## config.mk

```make
export PLATFORM = sky130hd
export DESIGN_NAME = mult_div
export DESIGN_NICKNAME = d
export VERILOG_FILES = /design/src/rtl/mult_div.sv
export SDC_FILE = /design/constraint.sdc
export NUM_CORES = 1
export LEC_CHECK = 0
export BUFFER_PORTS_ARGS = -buffer_cell sky130_fd_sc_hd__buf_2
export CORE_MARGIN = 3
export CORE_UTILIZATION = 50
export CTS_BUF_LIST = sky130_fd_sc_hd__clkbuf_16
export CTS_CLUSTER_DIAMETER = 40
export DETAILED_ROUTE_END_ITERATION = 8
export GPL_TIMING_DRIVEN = 0
export PLACE_DENSITY_LB_ADDON = 0.3
export SLEW_MARGIN = 5
export SYNTH_ARGS = -nofsm -noshare
export SYNTH_HDL_FRONTEND = slang
export SYNTH_SLANG_ARGS = --single-unit
```

## constraint.sdc

```tcl
create_clock -name clk -period 4 [get_ports clk]
set_input_delay 0 -clock clk [delete_from_list [all_inputs] [get_ports clk]]
set_output_delay 0 -clock clk [all_outputs]
set_load 0.05 [all_outputs]
```

## src/rtl/mult_div.sv

```systemverilog
// -----------------------------------------------------------------------------
// mult_div -- iterative multiply/divide unit holding the MIPS HI/LO registers.
//
// Executes MULT, MULTU, DIV and DIVU one radix-2 step per clock, and services
// MTHI/MTLO writes. MFHI/MFLO are served straight from the HI/LO outputs.
//
// Ports:
//   clk    in   rising-edge clock
//   reset  in   synchronous, active-high reset (aborts any operation)
//   start  in   launch operation 'op' on A, B (only looked at while idle)
//   op     in   00 MULT, 01 MULTU, 10 DIV, 11 DIVU
//   A      in   rs operand, also MTHI/MTLO data
//   B      in   rt operand
//   mthi   in   write A into HI (idle only, dropped if start is also high)
//   mtlo   in   write A into LO (idle only, dropped if start is also high)
//   busy   out  operation in progress
//   done   out  one-cycle pulse the cycle after HI/LO take a result
//   HI     out  product high word / remainder
//   LO     out  product low word / quotient
// -----------------------------------------------------------------------------
module mult_div #(
    parameter int XLEN  = 32,
    parameter int CNT_W = 6
) (
    input  logic            clk,
    input  logic            reset,
    input  logic            start,
    input  logic [1:0]      op,
    input  logic [XLEN-1:0] A,
    input  logic [XLEN-1:0] B,
    input  logic            mthi,
    input  logic            mtlo,
    output logic            busy,
    output logic            done,
    output logic [XLEN-1:0] HI,
    output logic [XLEN-1:0] LO
);

    typedef enum logic [1:0] {
        S_IDLE = 2'd0,
        S_CALC = 2'd1,
        S_FIX  = 2'd2
    } state_t;

    localparam logic [XLEN-1:0]   ONE_X  = 1;
    localparam logic [2*XLEN-1:0] ONE_2X = 1;

    state_t            state_q, state_d;
    logic [CNT_W-1:0]  cnt_q, cnt_d;
    // Multiply: {acc, multiplier}.  Divide: {rem, quot}.
    logic [2*XLEN-1:0] acc_q, acc_d;
    // Multiplicand magnitude or divisor magnitude.
    logic [XLEN-1:0]   opnd_q, opnd_d;
    logic              is_div_q, is_div_d;
    logic              neg_res_q, neg_res_d;   // negate product / quotient
    logic              neg_rem_q, neg_rem_d;   // remainder takes dividend sign
    logic [XLEN-1:0]   hi_q, hi_d, lo_q, lo_d;
    logic              done_q, done_d;

    // Operand decode for a launch in IDLE.
    logic            op_signed, op_div, a_neg, b_neg;
    logic [XLEN-1:0] a_mag, b_mag;

    assign op_signed = ~op[0];
    assign op_div    = op[1];
    assign a_neg     = op_signed & A[XLEN-1];
    assign b_neg     = op_signed & B[XLEN-1];
    // 0x80000000 negates to itself, which reads correctly as unsigned 2^31.
    assign a_mag     = a_neg ? (~A + ONE_X) : A;
    assign b_mag     = b_neg ? (~B + ONE_X) : B;

    // One shift-add multiply step.
    logic [XLEN:0]     mul_sum;
    logic [2*XLEN-1:0] mul_next;
    assign mul_sum  = {1'b0, acc_q[2*XLEN-1:XLEN]} + {1'b0, (acc_q[0] ? opnd_q : {XLEN{1'b0}})};
    assign mul_next = {mul_sum, acc_q[XLEN-1:1]};

    // One restoring divide step: shift, trial-subtract, keep if no borrow.
    logic [XLEN:0]     rem_sh;
    logic [XLEN+1:0]   rem_diff;
    logic [2*XLEN-1:0] div_next;
    assign rem_sh   = {acc_q[2*XLEN-1:XLEN], acc_q[XLEN-1]};
    assign rem_diff = {1'b0, rem_sh} - {2'b00, opnd_q};
    assign div_next = rem_diff[XLEN+1]
                    ? {rem_sh[XLEN-1:0],   acc_q[XLEN-2:0], 1'b0}
                    : {rem_diff[XLEN-1:0], acc_q[XLEN-2:0], 1'b1};

    // Sign-corrected results.
    logic [2*XLEN-1:0] prod_fix;
    logic [XLEN-1:0]   quot_fix, rem_fix;
    assign prod_fix = neg_res_q ? (~acc_q + ONE_2X) : acc_q;
    assign quot_fix = neg_res_q ? (~acc_q[XLEN-1:0] + ONE_X) : acc_q[XLEN-1:0];
    assign rem_fix  = neg_rem_q ? (~acc_q[2*XLEN-1:XLEN] + ONE_X) : acc_q[2*XLEN-1:XLEN];

    always_comb begin
        state_d   = state_q;
        cnt_d     = cnt_q;
        acc_d     = acc_q;
        opnd_d    = opnd_q;
        is_div_d  = is_div_q;
        neg_res_d = neg_res_q;
        neg_rem_d = neg_rem_q;
        hi_d      = hi_q;
        lo_d      = lo_q;
        done_d    = 1'b0;

        unique case (state_q)
            S_IDLE: begin
                if (start) begin
                    cnt_d     = '0;
                    is_div_d  = op_div;
                    neg_rem_d = a_neg;
                    if (op_div) begin
                        opnd_d = b_mag;
                        if (B == '0) begin
                            // Divide by zero: preload rem=|A|, quot=all ones and
                            // skip the iterations; the FIX sign logic rebuilds A.
                            acc_d     = {a_mag, {XLEN{1'b1}}};
                            neg_res_d = 1'b0;
                            state_d   = S_FIX;
                        end else begin
                            acc_d     = {{XLEN{1'b0}}, a_mag};
                            neg_res_d = a_neg ^ b_neg;
                            state_d   = S_CALC;
                        end
                    end else begin
                        opnd_d    = a_mag;
                        acc_d     = {{XLEN{1'b0}}, b_mag};
                        neg_res_d = a_neg ^ b_neg;
                        state_d   = S_CALC;
                    end
                end else begin
                    if (mthi) hi_d = A;
                    if (mtlo) lo_d = A;
                end
            end
            S_CALC: begin
                acc_d = is_div_q ? div_next : mul_next;
                cnt_d = cnt_q + CNT_W'(1);
                if (cnt_q == CNT_W'(XLEN-1)) state_d = S_FIX;
            end
            S_FIX: begin
                if (is_div_q) begin
                    hi_d = rem_fix;
                    lo_d = quot_fix;
                end else begin
                    hi_d = prod_fix[2*XLEN-1:XLEN];
                    lo_d = prod_fix[XLEN-1:0];
                end
                done_d  = 1'b1;
                state_d = S_IDLE;
            end
            default: state_d = S_IDLE;
        endcase
    end

    always_ff @(posedge clk) begin
        if (reset) begin
            state_q   <= S_IDLE;
            cnt_q     <= '0;
            acc_q     <= '0;
            opnd_q    <= '0;
            is_div_q  <= 1'b0;
            neg_res_q <= 1'b0;
            neg_rem_q <= 1'b0;
            hi_q      <= '0;
            lo_q      <= '0;
            done_q    <= 1'b0;
        end else begin
            state_q   <= state_d;
            cnt_q     <= cnt_d;
            acc_q     <= acc_d;
            opnd_q    <= opnd_d;
            is_div_q  <= is_div_d;
            neg_res_q <= neg_res_d;
            neg_rem_q <= neg_rem_d;
            hi_q      <= hi_d;
            lo_q      <= lo_d;
            done_q    <= done_d;
        end
    end

    assign busy = (state_q != S_IDLE);
    assign done = done_q;
    assign HI   = hi_q;
    assign LO   = lo_q;

endmodule

```

# Word level (Yosys, flattened, before mapping)
# Index checks and enable logic that the tools add are counted.
dict set report classes {
  n_addsub 8
  mul 0
  div_mod_pow 0
  order_cmp 0
  n_eq_ne 8
  n_shift 0
  muxes 31
  bitwise_logic 9
  reduce_logical 10
}
# operator count
set op_table {}
lappend op_table {{$mux W32} 12}
lappend op_table {{$mux W64} 6}
lappend op_table {{$add A32 B1 Y32 const B} 4}
lappend op_table {{$not A32 Y32} 4}
lappend op_table {{$pmux W32 S2} 2}
lappend op_table {{$pmux W64 S2} 1}
lappend op_table {{$add A64 B1 Y64 const B} 1}
lappend op_table {{$not A64 Y64} 1}
lappend op_table {{$sub A33 B32 Y34} 1}
lappend op_table {{$add A32 B32 Y33} 1}
lappend op_table {{$logic_not A32 Y1} 1}
lappend op_table {{$pmux W6 S2} 1}
lappend op_table {{$ne A2 B2 Y1 const B} 5}
lappend op_table {{$mux W2} 4}
lappend op_table {{$add A6 B1 Y6 const B} 1}
lappend op_table {{$eq A6 B5 Y1 const B} 1}
lappend op_table {{$mux W6} 1}
lappend op_table {{$reduce_and A2 Y1} 3}
lappend op_table {{$reduce_and A3 Y1} 2}
lappend op_table {{$reduce_bool A2 Y1} 3}
lappend op_table {{$pmux W2 S2} 1}
lappend op_table {{$mux W1} 3}
lappend op_table {{$and A1 B1 Y1} 2}
lappend op_table {{$eq A2 B1 Y1 const B} 1}
lappend op_table {{other kinds (4)} 4}
dict set report word_totals {
  register_bits 172
  latch_bits 0
  ramBits 0
  rom_bits 0
  inputBits 71
  out_inout_bits 66
  elab_cells 76
  memories 0
}

# Depth between registers and ports, before layout
dict set report depth {
  depth_word 7
  depth_mapped 14
  ltp_nobuf 12
}

# Worst setup path after synthesis
# OpenSTA, ideal clock, no wires.
dict set report synth_path {
  kind {reg-to-reg}
  start {register acc_q[0]}
  end {register acc_q[60]}
  setup_time_ns 0.086
  t_arrival_ns 3.140
  required_ns 3.914
  path_slack_ns 0.774
  path_stages_with_launch 14
  path_buffers 1
  synth_period_minus_slack_ns 3.226
  cell_sequence {dfxtp_1 inv_1 clkbuf_1 nor2_1 ha_1 o211ai_1 o21a_1 a211o_1 a211o_1 a2111oi_0 o21ai_0 o2bb2ai_1 a211o_1 a211oi_1}
}
dict set report synth_between {
  elab_chain_cells 4
}
# element line
set synth_lines {}
lappend synth_lines {{start: declaration} 51} ;# logic [2*XLEN-1:0] acc_q, acc_d;
lappend synth_lines {{start signal: assignment} 161} ;# acc_q <= '0;
lappend synth_lines {{start signal: assignment} 172} ;# acc_q <= acc_d;
lappend synth_lines {{$mux W32} 75} ;# assign mul_sum = {1'b0, acc_q[2*XLEN-1:XLEN]} + {1'b0, (acc_q[0] ? opnd_q : {XLEN{1'b0}})};
lappend synth_lines {{$add A32 B32 Y33} 75}
lappend synth_lines {{$mux W64} 138} ;# acc_d = is_div_q ? div_next : mul_next;
lappend synth_lines {{$pmux W64 S2} 107} ;# unique case (state_q)
# Every way passes these cells.
# A chain may end at the register's enable or synchronous reset.

# Worst setup path after layout
# Same ends and word-level chain as after synthesis.

==> impl_metrics.json <==
{
  "io_pins": 137,
  "std_cell_rows": 62,
  "critPathKind": "flop to flop",
  "p_total_mw": 6.85,
  "grt_max_degree": 17,
  "ctsLongestPathBuffers": 2,
  "synth_xor_area_share_pct": 9.65,
  "startpoint_type": "flop",
  "drive_above_1_share_pct": 10.6,
  "grt_antenna_before_repair": 0,
  "dieArea_mm2": 0.0317,
  "max_freq_mhz": 261,
  "core_area_mm2": 0.0289,
  "drc": 0,
  "finClkSkew_ns": 0.0153,
  "critical_path.endpoint_type": "flop",
  "synth.cell_area_mm2": 0.0148,
  "first_iter_violations": 1963,
  "worstMarginPinSlew_ns": 1.05,
  "wl_per_cell_um": 26.7,
  "arrival_ns": 4.20,
  "syn_inst": 1991,
  "finalNonFillerCells": 2550,
  "finalCritPeriodShare_pct": 95.9,
  "period_needed_ns": 3.84,
  "relSlewSlack_pct": 28.7,
  "ys.flop_type": "dfxtp_1",
  "synth_edf_count": 0,
  "ir_worst_vdd_v": 0.000305,
  "synth_area_leader_cell": "dfxtp_1",
  "viasPerCell": 6.81,
  "synth_top_family_by_area": "compound AO/OA/AOI/OAI gates",
  "register_area_mm2": 0.00345,
  "synth_adder_area_share_pct": 6.11,
  "gp_congestion": 1.00,
  "syn_avg_cell_area_um2": 7.43,
  "synth_compound_area_share_pct": 31.6,
  "ant_nets": 0,
  "synth_cell_types": 79,
  "report.final.slew_viol_count": 0,
  "async_reset_ff_share_pct": 0,
  "outcome": "complete, no violations",
  "finalWirelength_um": 68200,
  "start_util_pct": 51.1,
  "die_h_um": 178,
  "cts-htree-levels": 4,
  "power.density_mw_per_mm2": 411,
  "fillers": 2812,
  "yosys.area.top_type_share_pct": 23.3,
  "hold_viol": 0,
  "cts_tree": "yes",
  "synth_nets": 2133,
  "clock-root-buffer": "clkbuf_16",
  "clock_sinks": 172,
  "nNetsFinal": 2295,
  "grt_usage_pct": 41.5,
  "ys_top_cells_by_area": "dfxtp_1 23%, a21oi_1 6.7%, ha_1 5.8%",
  "cp_max_fo": 10,
  "clk_latency_ns": 0.46,
  "die_width_um": 178,
  "synth_seq_area_share_pct": 23.3,
  "syn_to_final_growth_pct": 12.7,
  "clk_pin_slew_ns": 0.08,
  "io_buffers": 129,
  "dp_cells": 2504,
  "p_leak_nw": 6.62,
  "n_antenna_cell": 0,
  "hpwl_um": 54100,
  "grt_pass1_vias": 15766,
  "multi_input_area_mm2": 0.0106,
  "setup_viol": 0,
  "vias": 17357,
  "synth_warnings": 0,
  "critPathRequiredTime_ns": 4.37,
  "maxCapViolations": 0,
  "dr.pass1.iters": 8,
  "cts_buffers": 17,
  "synth-simple-area-share_pct": 19.4,
  "grt_pass1_wl_um": 97900,
  "hold_class": "input port to flop",
  "synth-seq-cells": 172,
  "overflow": 0,
  "muxShareOfSynthArea_pct": 4.48
}
-- Yosys cell counts (33+ instances only) --
cell type	count
inv_1	59
nand2_1	155
clkbuf_1	122
nand3_1	36
a21oi_1	198
o22ai_1	77
xor2_1	95
ha_1	69
o21ai_0	150
dfxtp_1	172
a21o_1	33
nor2_1	189
a22oi_1	68
xnor2_1	68
mux2i_1	55
-- flip-flops by register name (all words and copies together) (netlist names) --
signal,count
done,1
cnt_q,6
opnd_q,32
neg_res_q,1
neg_rem_q,1
HI,32
LO,32
is_div_q,1
state_q,2
acc_q,64
-- metal layers --
layer,routed length [µm],GRT usage (%)
met5,0,0
met1,26600,54.4
met4,4280,23.1
met2,28900,62.5
met3,8430,10.1
-- final timing paths --
kind,from,to,slack (ns),cells after the start
max,acc_q[0],acc_q[60],0.16,13
min,B[25],acc_q[25],0.008,4
max reg2reg,acc_q[0],acc_q[60],0.16,13
min reg2reg,opnd_q[14],opnd_q[14],0.46,2
-- area by class of cell --
cell class | count | area share [%]
Timing Repair Buffer | 143 | 4.70
Tap cell | 384 | 2.88
Buffer | 147 | 3.61
Inverter | 59 | 1.33
Clock inverter | 15 | 0.833
Multi-Input combinational cell | 1613 | 63.4
Clock buffer | 17 | 2.55
Sequential cell | 172 | 20.7
-- power by group --
group	leakage [nW]	switching (mW)	total, mW	internal, mW
Clock	0.285	0.824	1.69	0.870
Combinational	4.92	2.03	3.02	0.988
Sequential	1.41	0.269	2.14	1.87
Total	6.62	3.12	6.85	3.73
-- through the flow --
stage          cell area [µm²]  setup TNS (ns)  hold WS, ns  setup WS [ns]  utilization (%)
3_3_place_gp             15900          -0.690        0.355         -0.232             55.0
4_1_cts                  16600               0      0.00184        0.00670             57.4
2_1_floorplan            14800               0        0.150          0.774                -
5_1_grt                  16700        -0.00323       0.0224       -0.00323             57.6
6_report                 16700               0      0.00809          0.164             57.6
3_5_place_dp             15900          -0.845        0.369         -0.243             55.0
-- timing repair --
item                                    in CTS  in global routing
gates resized for setup                      4                 13
setup buffers                                0                  1
hold buffers                                13                  0
endpoints found under the hold margin       17                  0
endpoints found under the setup margin       7                 21
pin swaps                                    0                  1
-- placed cells by master (no fill, tap or decap), types with 18 or more instances in the layout --
| master | instances |
|---|---|
| a21oi_1 | 198 |
| nor2_1 | 189 |
| dfxtp_1 | 168 |
| nand2_1 | 155 |
| o21ai_0 | 150 |
| buf_2 | 138 |
| clkbuf_1 | 119 |
| xor2_1 | 95 |
| o22ai_1 | 77 |
| ha_1 | 69 |
| a22oi_1 | 68 |
| xnor2_1 | 68 |
| inv_1 | 62 |
| mux2i_1 | 55 |
| nand3_1 | 36 |
| a21o_1 | 33 |
| a211oi_1 | 30 |
| nor3_1 | 27 |
| o211ai_1 | 25 |
| nand2b_1 | 24 |
| nor2b_1 | 21 |
| o31ai_1 | 21 |
| nor4_1 | 18 |
| a31oi_1 | 18 |
-- logic make-up after synthesis --
group | Yosys count
simple gates | 581
compound gates | 733
xor+xnor | 163
buf+inv | 206
flops | 172
fa+ha+maj | 71
mux | 65
-- critical path: stages, from the launching register on --
cell,delay [ns]
dfxtp_2,0.40
inv_1,0.19
clkbuf_2,0.27
nor2_1,0.07
ha_1,0.37
o211ai_1,0.11
o21a_1,0.23
a211o_1,0.39
a211o_1,0.32
a2111oi_2,0.46
o21ai_0,0.26
o2bb2ai_1,0.24
a211o_1,0.25
a211oi_1,0.19
(Power assumes the default switching activity.)
